--- config.mk ---
export PLATFORM = sky130hd
export DESIGN_NAME = pipeline_ctrl_unit
export DESIGN_NICKNAME = d
export VERILOG_FILES = /design/src/rtl/pipe_ctrl_pkg.sv /design/src/rtl/stall_perf_counter.sv /design/src/rtl/pipeline_ctrl_unit.sv
export SDC_FILE = /design/constraint.sdc
export NUM_CORES = 1
export LEC_CHECK = 0
export CAP_MARGIN = 20
export CORE_ASPECT_RATIO = 0.7
export CORE_UTILIZATION = 51
export CTS_BUF_LIST = sky130_fd_sc_hd__clkbuf_4 sky130_fd_sc_hd__clkbuf_8
export DETAILED_ROUTE_END_ITERATION = 8
export HOLD_SLACK_MARGIN = 0.12
export PLACE_DENSITY = 0.85
export SYNTH_ARGS = -nofsm -noshare
export SYNTH_HDL_FRONTEND = slang
export SYNTH_SLANG_ARGS = --single-unit
--- constraint.sdc ---
create_clock -name clk -period 3 [get_ports clk]
set_clock_uncertainty 0.05 [all_clocks]
set_input_delay 0.3 -clock clk [delete_from_list [all_inputs] [get_ports clk]]
set_output_delay 0.3 -clock clk [all_outputs]
set_load 0.02 [all_outputs]
--- src/rtl/pipe_ctrl_pkg.sv ---
// pipe_ctrl_pkg: shared FSM states, counter width and stall/flush vector layout
// Vector layout: [3:0] stall fetch/iss/ex/mem, [7:4] flush iss/ex/mem/wb
package pipe_ctrl_pkg;
    typedef enum logic [1:0] {RUN = 2'd0, DMEM_WAIT = 2'd1, MD_BUSY = 2'd2} state_t;
    localparam int MD_CNT_W = $clog2(64);
    localparam int STALL_FETCH = 0;
    localparam int STALL_ISS   = 1;
    localparam int STALL_EX    = 2;
    localparam int STALL_MEM   = 3;
    localparam int FLUSH_ISS   = 4;
    localparam int FLUSH_EX    = 5;
    localparam int FLUSH_MEM   = 6;
    localparam int FLUSH_WB    = 7;
    localparam logic [7:0] DMEM_HOLD = 8'((1 << STALL_FETCH) | (1 << STALL_ISS) | (1 << STALL_EX) | (1 << STALL_MEM) | (1 << FLUSH_WB));
    localparam logic [7:0] MD_HOLD   = 8'((1 << STALL_FETCH) | (1 << STALL_ISS) | (1 << STALL_EX) | (1 << FLUSH_MEM));
    localparam logic [7:0] BR_KILL   = 8'(1 << FLUSH_ISS);
    localparam logic [7:0] LD_USE    = 8'((1 << STALL_FETCH) | (1 << STALL_ISS) | (1 << FLUSH_EX));
    localparam logic [7:0] IMEM_WAIT = 8'((1 << STALL_FETCH) | (1 << FLUSH_ISS));
endpackage

--- src/rtl/stall_perf_counter.sv ---
// stall_perf_counter: wrapping enable counter counting stalled fetch cycles
// Ports: clk, reset (async, high), en (count this edge), cnt (running total)
module stall_perf_counter #(
    parameter int CNT_W = 32
) (
    input  logic             clk,
    input  logic             reset,
    input  logic             en,
    output logic [CNT_W-1:0] cnt
);
    always_ff @(posedge clk or posedge reset)
        if (reset) cnt <= '0;
        else if (en) cnt <= cnt + CNT_W'(1);
endmodule

--- src/rtl/pipeline_ctrl_unit.sv ---
// pipeline_ctrl_unit: merges pipeline hold sources into per-stage stall/flush controls
// Ports: hazard/memory/mult-div/branch status in; stall_*_o and flush_*_o per stage,
// state_o (RUN/DMEM_WAIT/MD_BUSY) and stall_cnt_o (stalled fetch cycles) out
module pipeline_ctrl_unit
    import pipe_ctrl_pkg::*;
#(
    parameter int MD_LATENCY = 32,
    parameter int CNT_W      = 32
) (
    input  logic             clk,
    input  logic             reset,
    input  logic             ld_use_hz_i,
    input  logic             br_taken_ex_i,
    input  logic             imem_rdy_i,
    input  logic             dmem_req_i,
    input  logic             dmem_rdy_i,
    input  logic             md_start_i,
    output logic             stall_fetch_o,
    output logic             stall_iss_o,
    output logic             stall_ex_o,
    output logic             stall_mem_o,
    output logic             flush_iss_o,
    output logic             flush_ex_o,
    output logic             flush_mem_o,
    output logic             flush_wb_o,
    output logic [1:0]       state_o,
    output logic [CNT_W-1:0] stall_cnt_o
);
    state_t                state, state_next;
    logic [MD_CNT_W-1:0]   md_cnt, md_next;
    logic [7:0]            ctl_raw, ctl;
    always_ff @(posedge clk or posedge reset)
        if (reset) begin
            state  <= RUN;
            md_cnt <= '0;
        end else begin
            state  <= state_next;
            md_cnt <= md_next;
        end
    always_comb begin
        ctl_raw    = '0;
        state_next = state;
        md_next    = md_cnt;
        case (state)
            RUN: begin
                if (dmem_req_i && !dmem_rdy_i) begin
                    ctl_raw    = DMEM_HOLD;
                    state_next = DMEM_WAIT;
                end else if (md_start_i) begin
                    // The RUN cycle and the release cycle both count toward occupancy
                    ctl_raw    = MD_HOLD;
                    state_next = MD_BUSY;
                    md_next    = MD_CNT_W'(MD_LATENCY - 2);
                end else if (br_taken_ex_i) ctl_raw = BR_KILL;
                else if (ld_use_hz_i) ctl_raw = LD_USE;
                else if (!imem_rdy_i) ctl_raw = IMEM_WAIT;
            end
            DMEM_WAIT: begin
                ctl_raw    = dmem_rdy_i ? '0 : DMEM_HOLD;
                state_next = dmem_rdy_i ? RUN : DMEM_WAIT;
            end
            MD_BUSY: begin
                ctl_raw    = (md_cnt != '0) ? MD_HOLD : '0;
                state_next = (md_cnt != '0) ? MD_BUSY : RUN;
                md_next    = (md_cnt != '0) ? md_cnt - MD_CNT_W'(1) : md_cnt;
            end
            default: begin
                state_next = RUN;
                md_next    = '0;
            end
        endcase
    end
    // Outputs are forced quiet for the whole time reset is held
    assign ctl           = reset ? '0 : ctl_raw;
    assign stall_fetch_o = ctl[STALL_FETCH];
    assign stall_iss_o   = ctl[STALL_ISS];
    assign stall_ex_o    = ctl[STALL_EX];
    assign stall_mem_o   = ctl[STALL_MEM];
    assign flush_iss_o   = ctl[FLUSH_ISS];
    assign flush_ex_o    = ctl[FLUSH_EX];
    assign flush_mem_o   = ctl[FLUSH_MEM];
    assign flush_wb_o    = ctl[FLUSH_WB];
    assign state_o       = state;
    stall_perf_counter #(.CNT_W(CNT_W)) u_cnt (
        .clk   (clk),
        .reset (reset),
        .en    (stall_fetch_o),
        .cnt   (stall_cnt_o)
    );
endmodule

Yosys cells after proc, flatten, opt, wreduce, memory -nomap -nowiden
Cells that the tools add are included.
{"block": "word_totals", "register_bits": 40, "input_bits": 8, "out_inout_bits": 42, "wordCells": 35}
{"block": "classes", "n_addsub": 2, "n_eq_ne": 6, "mux": 18, "n_bitwise": 1, "reduce_logical": 5}
{"operator": "32-bit by 1-bit adder with 32-bit output (second input constant)", "n": 1}
{"operator": "6-bit two-way mux", "n": 5}
{"operator": "8-bit two-way mux", "n": 3}
{"operator": "8-bit case mux with 3 select lines", "n": 1}
{"operator": "6-bit case mux with 3 select lines", "n": 1}
{"operator": "7-bit two-way mux", "n": 2}
{"operator": "2-bit two-way mux", "n": 3}
{"operator": "2-bit inequality test (second input constant)", "n": 3}
{"operator": "2-bit case mux with 3 select lines", "n": 1}
{"operator": "6-bit nonzero test", "n": 1}
{"operator": "6-bit by 1-bit subtractor with 6-bit output (second input constant)", "n": 1}
{"operator": "5-bit two-way mux", "n": 1}
{"operator": "4-bit AND reduction", "n": 1}
{"operator": "3-bit inequality test (second input constant)", "n": 1}
{"operator": "2-bit by 1-bit equality test with 1-bit output (second input constant)", "n": 1}
{"operator": "2-bit equality test (second input constant)", "n": 1}
{"operator": "2-bit zero test", "n": 1}
{"operator": "1-bit logical AND", "n": 1}
{"operator": "1-bit zero test", "n": 1}
{"operator": "1-bit two-way mux", "n": 1}
{"operator": "1-bit NOT", "n": 1}

Depth between registers and ports, before layout
Gate-level depths: netlist of run 1.
{"block": "depth", "depth_word": 7, "mapped_depth": 8, "mapped_depth_nobuf": 8}

By module
Synthesis of run 1 repeated with hierarchy kept, for this count alone.
{"block": "hier_totals", "hier_cells": 202, "hier_area_um2": 2115.8}
{"mod": "stall_perf_counter", "instances": 1, "cells_each": 126, "area_per_inst_um2": 1510.2}
{"mod": "pipeline_ctrl_unit", "instances": 1, "cells_each": 76, "area_per_inst_um2": 605.6}

Least setup slack after synthesis of run 1
OpenSTA, ideal clock, no wires.
{"block": "synth_path", "path_kind": "register to register", "start": "register md_cnt[0]", "end": "register u_cnt.cnt[4]", "setup_ps": 133, "arrival_ps": 2029, "setup_slack_ps": 787, "stages_incl_launch_ff": 9, "path_buffers": 0, "path_cell_list": "dfrtp_1 > inv_1 > ha_1 > or4b_4 > o21a_4 > o31ai_4 > inv_2 > and3_1 > xor2_1"}
{"block": "synth_between", "elab_chain_cells": 4}
{"item": "start: declaration", "line": "pipeline_ctrl_unit.sv:30", "text": "logic [MD_CNT_W-1:0] md_cnt, md_next;"}
{"item": "start signal: assignment", "line": "pipeline_ctrl_unit.sv:38", "text": "md_cnt <= md_next;"}
{"item": "6-bit nonzero test", "line": "pipeline_ctrl_unit.sv:63", "text": "ctl_raw = (md_cnt != '0) ? MD_HOLD : '0;"}
{"item": "7-bit two-way mux", "line": "pipeline_ctrl_unit.sv:63"}
{"item": "8-bit case mux with 3 select lines", "line": "pipeline_ctrl_unit.sv:44", "text": "case (state)"}
{"item": "8-bit two-way mux", "line": "pipeline_ctrl_unit.sv:74", "text": "assign ctl = reset ? '0 : ctl_raw;"}
{"item": "via stall_fetch_o", "line": "pipeline_ctrl_unit.sv:18", "text": "output logic stall_fetch_o,"}
{"item": "end signal: assignment", "line": "stall_perf_counter.sv:13", "text": "else if (en) cnt <= cnt + CNT_W'(1);"}
{"item": "end: declaration", "line": "stall_perf_counter.sv:9", "text": "output logic [CNT_W-1:0] cnt"}
The timed path passes the listed nets, and every way through them passes these cells.
A chain may end at the register's enable or synchronous reset.

Final worst setup path of run 1
{"block": "layout_path", "start": "register md_cnt[0]", "end": "output port stall_ex_o"}
{"block": "layout_between", "elab_chain_cells": 4}
{"item": "6-bit nonzero test", "line": "pipeline_ctrl_unit.sv:63"}
{"item": "7-bit two-way mux", "line": "pipeline_ctrl_unit.sv:63"}
{"item": "8-bit case mux with 3 select lines", "line": "pipeline_ctrl_unit.sv:44"}
{"item": "8-bit two-way mux", "line": "pipeline_ctrl_unit.sv:74"}
{"item": "end: declaration", "line": "pipeline_ctrl_unit.sv:20", "text": "output logic stall_ex_o,"}
No other way between the ends.

==> summary.md, run 1 <==
| Metric | Value |
|---|---|
| Crit Path Max Fanout | `5` |
| Flops & latches, synth | `40` |
| Routed wire length | `4740 um` |
| Initial antenna violation count | `0` |
| # clock sinks | `40` |
| Mapped Nets | `approximately 210` |
| Reg clk slew, reported paths | `0.08 ns` |
| # IOs | `50` |
| Layout area overhead | `32.5%` |
| Worst-skew pair later-pin latency | `0.29 ns` |
| Worst-Margin Slew | `about 1.0 ns` |
| Post-Syn Area | `around 2100 um2` |
| WL per Instance | `around 15 um` |
| Detailed-route DRC error count | `0` |
| Post-route cell area | `2750 um2` |
| Footprint of the multi-input gates | `1020 um2` |
| RSZ-0062 raised after global routing | `no` |
| Largest net degree at the start of global routing | `32` |
| Via count | `between 1,500 and 2,000` |
| Post-route setup slack | `0.146 ns` |
| DIE AREA | `roughly 4300 um2` |
| PD cells | `around 740 nW/um2` |
| Buffer levels on the longest clock path | `2` |
| # diodes | `0` |
| Die Y | `~55 um` |
| Dpl cell area | `around 2600 um2` |
| CP endpoint kind | `primary output` |
| Ys Warns | `0` |
| DR pass1 iterations | `5` |
| Number of max-cap violations | `0` |
| Register area | `1000 um2` |
| Setup TNS | `0 ns` |
| Post-DR vias/cell | `5.74` |
| Slew headroom | `0.324` |
| Num CTS Buffers | `5` |
| Clock root buffer | `clkbuf_8` |
| Final Hold Fails | `0` |
| Main synth FF type | `dfrtp_1` |
| Static Leak | `around 0.0012 uW` |
| H-tree levels | `2` |
| DRT antenna net count | `0` |
| Seq/Total Area, Yosys | `0.483` |
| FMAX | `350 MHz` |
| Vias in the first global route | `1,692` |
| Port bufs | `49` |
| Final Slew Violations | `0` |
| Iteration-0 DRC Markers | `100` |
| Min Tclk post-route | `about 2.9 ns` |
| Avg Cell Area, Syn | `10.2 um2` |
| Layout Nets | `269` |
| Global Route Usage Sum | `0.238` |
| Share of layout cells above drive strength 1 | `0.0731` |
| Worst Path Arrival | `2.50 ns` |
| Hold WC Path Type | `primary input to asynchronous set/reset pin` |
| # fillers | `slightly below 300` |
| Hold Buf Count CTS | `0` |
| HPWL Detailed | `about 3400 um` |
| Crit Path Category | `register to primary output` |
| Kind of start point of the critical path | `register` |
| EDFF count, synth | `0` |
| Finished Core Util | `0.744` |
| Dpl ws | `~0.26 ns` |
| Total global routing overflow | `0` |
| Ys async rst share | `1.00` |
| Multiplexer area fraction after synthesis | `0.00483` |
| Synth Area in Compound Gates | `0.0941` |
| Gp weighted congestion | `0.873` |
| Period utilization | `0.951` |
| Cells after Synth | `~200` |
| Synth Area in Simple Gates | `0.249` |
| Synth top area share | `0.483` |
| Area leader, netlist | `dfrtp_1` |
| CTS tree | `done` |
| Yosys cell types | `40` |
| Die Wd | `just under 80 um` |
| Largest family of logic cells by synthesized area | `simple AND/OR/NAND/NOR gates` |
| Core region area | `3690 um2` |
| CP required | `2.65 ns` |
| Status | `finished, final reports clean` |
| Xor/xnor cell area share of the yosys netlist | `0.131` |
| Final Setup Violations | `0` |
| First-pass GRT wire length | `between 8000 and 9000 um` |
| Initial Utilization | `0.561` |
| Peak VDD IR | `around 540 uV` |
| Synth top area cells | `dfrtp_1 48%, xnor2_1 7.6%, xor2_1 5.5%` |
| Num rows | `18` |
| Post-synthesis adder-cell area fraction | `0.0121` |
## sequential cells by signal (all words and copies together) (netlist names)
register,cells
md_cnt,6
state_o,2
u_cnt.cnt,32
## Yosys cell counts, drive strengths merged, types with 2 or more instances
cell type and count:
nand2b 3, buf 4, ha 2, xor2 13
nand3 10, nor3 6, and3 8, nand2 18
nor2 17, xnor2 18, and4 2, nor4 8
o21ai 8, dfrtp 40, a21o 4, inv 5
nor2b 3, a21oi 3, nand4 15
## routing by layer
metal / global-route usage / wire length [um] / vias to the layer above
li1: - / - / 846
met3: 0.0628 / 352 / 10
met4: 0.0661 / 59 / 0
met1: 0.344 / 2220 / 839
met5: 0 / 0 / -
met2: 0.352 / 2110 / 85
## worst max-delay path, cell delays in order (launching register included)
cell	delay [ns]
dfrtp_1	0.42
inv_1	0.07
ha_1	0.19
or4b_4	0.51
o21a_4	0.25
nor2_1	0.15
nor2_1	0.09
clkdlybuf4s50_1	0.54
## cell usage in the layout (no fill, tap or decap), drive strengths merged, types with 2 or more instances in the layout
master / netlist / final
nor4: 8 / 8
nor2b: 3 / 3
xor2: 13 / 13
nand3: 10 / 10
a21o: 4 / 4
inv: 5 / 5
buf: 4 / 4
nand4: 15 / 15
dfrtp: 40 / 40
and4: 2 / 2
clkbuf: 1 / 6
nand2b: 3 / 3
nor2: 17 / 17
o21ai: 8 / 8
clkdlybuf4s50: 0 / 47
a21oi: 3 / 3
ha: 2 / 2
nor3: 6 / 6
xnor2: 18 / 18
and3: 8 / 8
nand2: 18 / 18
dlymetal6s2s: 0 / 2
## metrics by stage
step | hold WS [ns] | power, uW | std cells
finish | 0.343 | 2030 | 310
global route | 0.368 | 2140 | 310
CTS | 0.335 | 2020 | 310
detailed placement | 0.416 | 1540 | 301
global placement | 0.407 | 1520 | 301
floorplan | 0.423 | 1260 | 204
## power breakdown
group	total, uW	switching [uW]	internal [uW]
combinational	776	419	357
clock	463	191	272
sequential	791	155	637
total	2030	765	1270
## cell type report
class                           count  share of cell area
Clock inverter                      2              0.0141
Inverter                            5             0.00683
Sequential cell                    40               0.364
Tap cell                           50              0.0228
Timing Repair Buffer               53               0.191
Multi-Input combinational cell    154               0.371
Clock buffer                        6              0.0301
## worst paths after layout
kind | from | to | slack, ns | cells after the start
worst max-delay path | md_cnt[0]$_DFFE_PP0P_ | stall_ex_o | 0.15 | 7
worst min-delay path | reset | md_cnt[2]$_DFFE_PP0P_ | 0.34 | 2
worst max register to register | state_o[1]$_DFFE_PP0P_ | u_cnt.cnt[21]$_DFFE_PP0P_ | 0.36 | 5
worst min register to register | u_cnt.cnt[31]$_DFFE_PP0P_ | u_cnt.cnt[31]$_DFFE_PP0P_ | 0.42 | 1
max in group asynchronous | reset | u_cnt.cnt[28]$_DFFE_PP0P_ | 1.87 | 3
min in group clk | u_cnt.cnt[31]$_DFFE_PP0P_ | u_cnt.cnt[31]$_DFFE_PP0P_ | 0.42 | 1
## cell families (layout without fill, tap and decap cells)
group | Yosys count | in the layout
buffers and inverters | 10 | 66
AOI/OAI and AO/OA | 25 | 25
xor gates and xnor gates | 31 | 31
and+or+nand+nor | 95 | 95
muxes | 1 | 1
DFF | 40 | 40
adders and majority gates | 2 | 2
## what timing repair did
item,4_1_cts,5_1_grt
setup buffers,1,0
resized for setup,0,3
endpoints found under the setup margin,1,3
pin swaps,1,0
Power figures use the tool's default switching activity.
==> inputs of run 2 (changes only) <==
clock period = 2.75 ns   (was 3 ns; I/O delays follow)
==> run 2 against run 1 <==
Via count down 0.22%. Final cell count up 1.3%. Core utilization up 0.78 points. Clock-buffer cell count down 1. Setup slack worse by 0.058 ns. Clock power up 6.0%. Non-clock buffer count up 4. Die area unchanged. Sequential power up 8.7%. Cell area up 1.0%. Critical endpoint is now stall_fetch_o.
==> summary.md, run 2 (synthesized netlist as in run 1, its figures left out) <==
| Metric | Value |
|---|---|
| CTS tree | `done (unchanged)` |
| Worst Path Arrival | `2.34 ns (was 2.50 ns)` |
| RSZ-0062 raised after global routing | `no (unchanged)` |
| Number of max-cap violations | `0 (unchanged)` |
| Worst-Margin Slew | `0.622 ns (was 1.01 ns)` |
| DR pass1 iterations | `4 (was 5)` |
| PD cells | `802 nW/um2 (was 739 nW/um2)` |
| Hold Buf Count CTS | `0 (unchanged)` |
| Static Leak | `0.00121 uW (was 0.00120 uW)` |
| Peak VDD IR | `631 uV (was 536 uV)` |
| Port bufs | `49 (unchanged)` |
| Buffer levels on the longest clock path | `2 (unchanged)` |
| # diodes | `0 (unchanged)` |
| Initial antenna violation count | `0 (unchanged)` |
| Worst-skew pair later-pin latency | `0.29 ns (about the same)` |
| WL per Instance | `15.1 um (was 15.3 um)` |
| Kind of start point of the critical path | `register (unchanged)` |
| Layout Nets | `273 (was 269)` |
| Die Y | `55.3 um (unchanged)` |
| Num rows | `18 (unchanged)` |
| Routed wire length | `4740 um (about the same)` |
| Final Power | `2230 uW (was 2030 uW)` |
| Layout area overhead | `33.9% (was 32.5%)` |
| H-tree levels | `2 (unchanged)` |
| Num CTS Buffers | `5 (unchanged)` |
| Finished Core Util | `0.752 (was 0.744)` |
| Share of layout cells above drive strength 1 | `0.102 (was 0.0731)` |
| Gp weighted congestion | `0.846 (was 0.873)` |
| HPWL Detailed | `3520 um (was 3430 um)` |
| Setup TNS | `0 ns (unchanged)` |
| Iteration-0 DRC Markers | `75 (was 100)` |
| Top reg by flops | `u_cnt.cnt (unchanged)` |
| DIE AREA | `4330 um2 (unchanged)` |
| # clock sinks | `40 (unchanged)` |
| CP endpoint kind | `primary output (unchanged)` |
| Most frequent cells in the layout | `45 x clkdlybuf4s50_1, 40 x dfrtp_1, 18 x xnor2_1, 18 x nand2_1, 17 x nor2_1 (was 47 x clkdlybuf4s50_1, 40 x dfrtp_1, 18 x xnor2_1, 18 x nand2_1, 17 x nor2_1)` |
| Final Slew Violations | `0 (unchanged)` |
| First-pass GRT wire length | `8000 um (was 8080 um)` |
| Detailed-route DRC error count | `0 (unchanged)` |
| Initial Utilization | `0.561 (unchanged)` |
| Commonest non-fill, non-tap cell in the layout | `clkdlybuf4s50_1 (unchanged)` |
| Reg clk slew, reported paths | `0.08 ns (about the same)` |
| DRT antenna net count | `0 (unchanged)` |
| Total global routing overflow | `0 (unchanged)` |
| Vias in the first global route | `1,715 (was 1,692)` |
| CP required | `2.42 ns (was 2.65 ns)` |
| Max reg flops | `32 (unchanged)` |
| Final Setup Violations | `0 (unchanged)` |
| Min Tclk post-route | `around 2.7 ns` |
| Period utilization | `0.968` |
| Crit Path Max Fanout | `5 (unchanged)` |
| Global Route Usage Sum | `0.238 (about the same)` |
| Final Hold Fails | `0 (unchanged)` |
| Post-DR vias/cell | `5.66 (was 5.74)` |
| Clock root buffer | `clkbuf_8 (unchanged)` |
| Status | `finished, final reports clean (unchanged)` |
| # IOs | `50 (unchanged)` |
| Crit Path Category | `register to primary output (unchanged)` |
| Hold WC Path Type | `primary input to asynchronous set/reset pin (unchanged)` |
| Core region area | `3690 um2 (unchanged)` |
| FMAX | `~380 MHz` |
| Via count | `1,776 (was 1,780)` |
| Largest net degree at the start of global routing | `31 (was 32)` |
| Die Wd | `78.2 um (unchanged)` |
| Slew headroom | `0.584 (was 0.324)` |
## run 2: area by class of cell
cell class	count	area, um2
Clock buffer	5	68.8
Clock inverter	3	46.3
Fill cell	283	917
Inverter	5	18.8
Multi-Input combinational cell	154	1030
Sequential cell	40	1000
Tap cell	50	62.6
Timing Repair Buffer	57	546
## run 2: timing repair
action	4_1_cts	5_1_grt
setup buffers	0	2
setup endpoints to repair	4	9
resized for setup	6	5
endpoints found under the hold margin	0	0
## run 2: layer usage
layer	vias up	track usage	routed length, um
met3	11	0.0512	349
met4	0	0.0873	82
met1	835	0.343	2290
li1	851	-	-
met2	79	0.351	2010
met5	-	0	0
## run 2: report_power, final
| part | internal, uW | switching, uW |
|---|---|---|
| combinational | 410 | 466 |
| sequential | 694 | 165 |
| clock | 273 | 218 |
| total | 1380 | 849 |
## run 2: worst max-delay path: stages (launching register included)
cell	delay [ns]
dfrtp_1	0.41
inv_1	0.08
ha_1	0.17
or4b_4	0.50
o21a_4	0.25
o31ai_4	0.25
inv_2	0.06
dlygate4sd2_1	0.32
## run 2: stage by stage
step / cell area [um2] / setup WS, ns / hold WS, ns / std cells
after floorplan: 2070 / 0.537 / 0.423 / 204
after global placement: 2640 / 0.159 / 0.407 / 304
after detailed placement: 2640 / 0.0927 / 0.411 / 304
after CTS: 2750 / 0.00234 / 0.272 / 312
after global routing: 2780 / 0.00727 / 0.309 / 314
final: 2780 / 0.0879 / 0.265 / 314
## run 2: worst paths after layout
check / end / startpoint / depth (start not counted) / slack [ns]
min reg2reg: u_cnt.cnt[31]$_DFFE_PP0P_ / u_cnt.cnt[31]$_DFFE_PP0P_ / 1 / 0.42
max in group asynchronous: u_cnt.cnt[20]$_DFFE_PP0P_ / reset / 3 / 1.78
max reg2reg: u_cnt.cnt[21]$_DFFE_PP0P_ / md_cnt[1]$_DFFE_PP0P_ / 7 / 0.29
min: state_o[0]$_DFFE_PP0P_ / reset / 2 / 0.27
min in group clk: u_cnt.cnt[31]$_DFFE_PP0P_ / u_cnt.cnt[31]$_DFFE_PP0P_ / 1 / 0.42
max: stall_fetch_o / md_cnt[1]$_DFFE_PP0P_ / 7 / 0.09
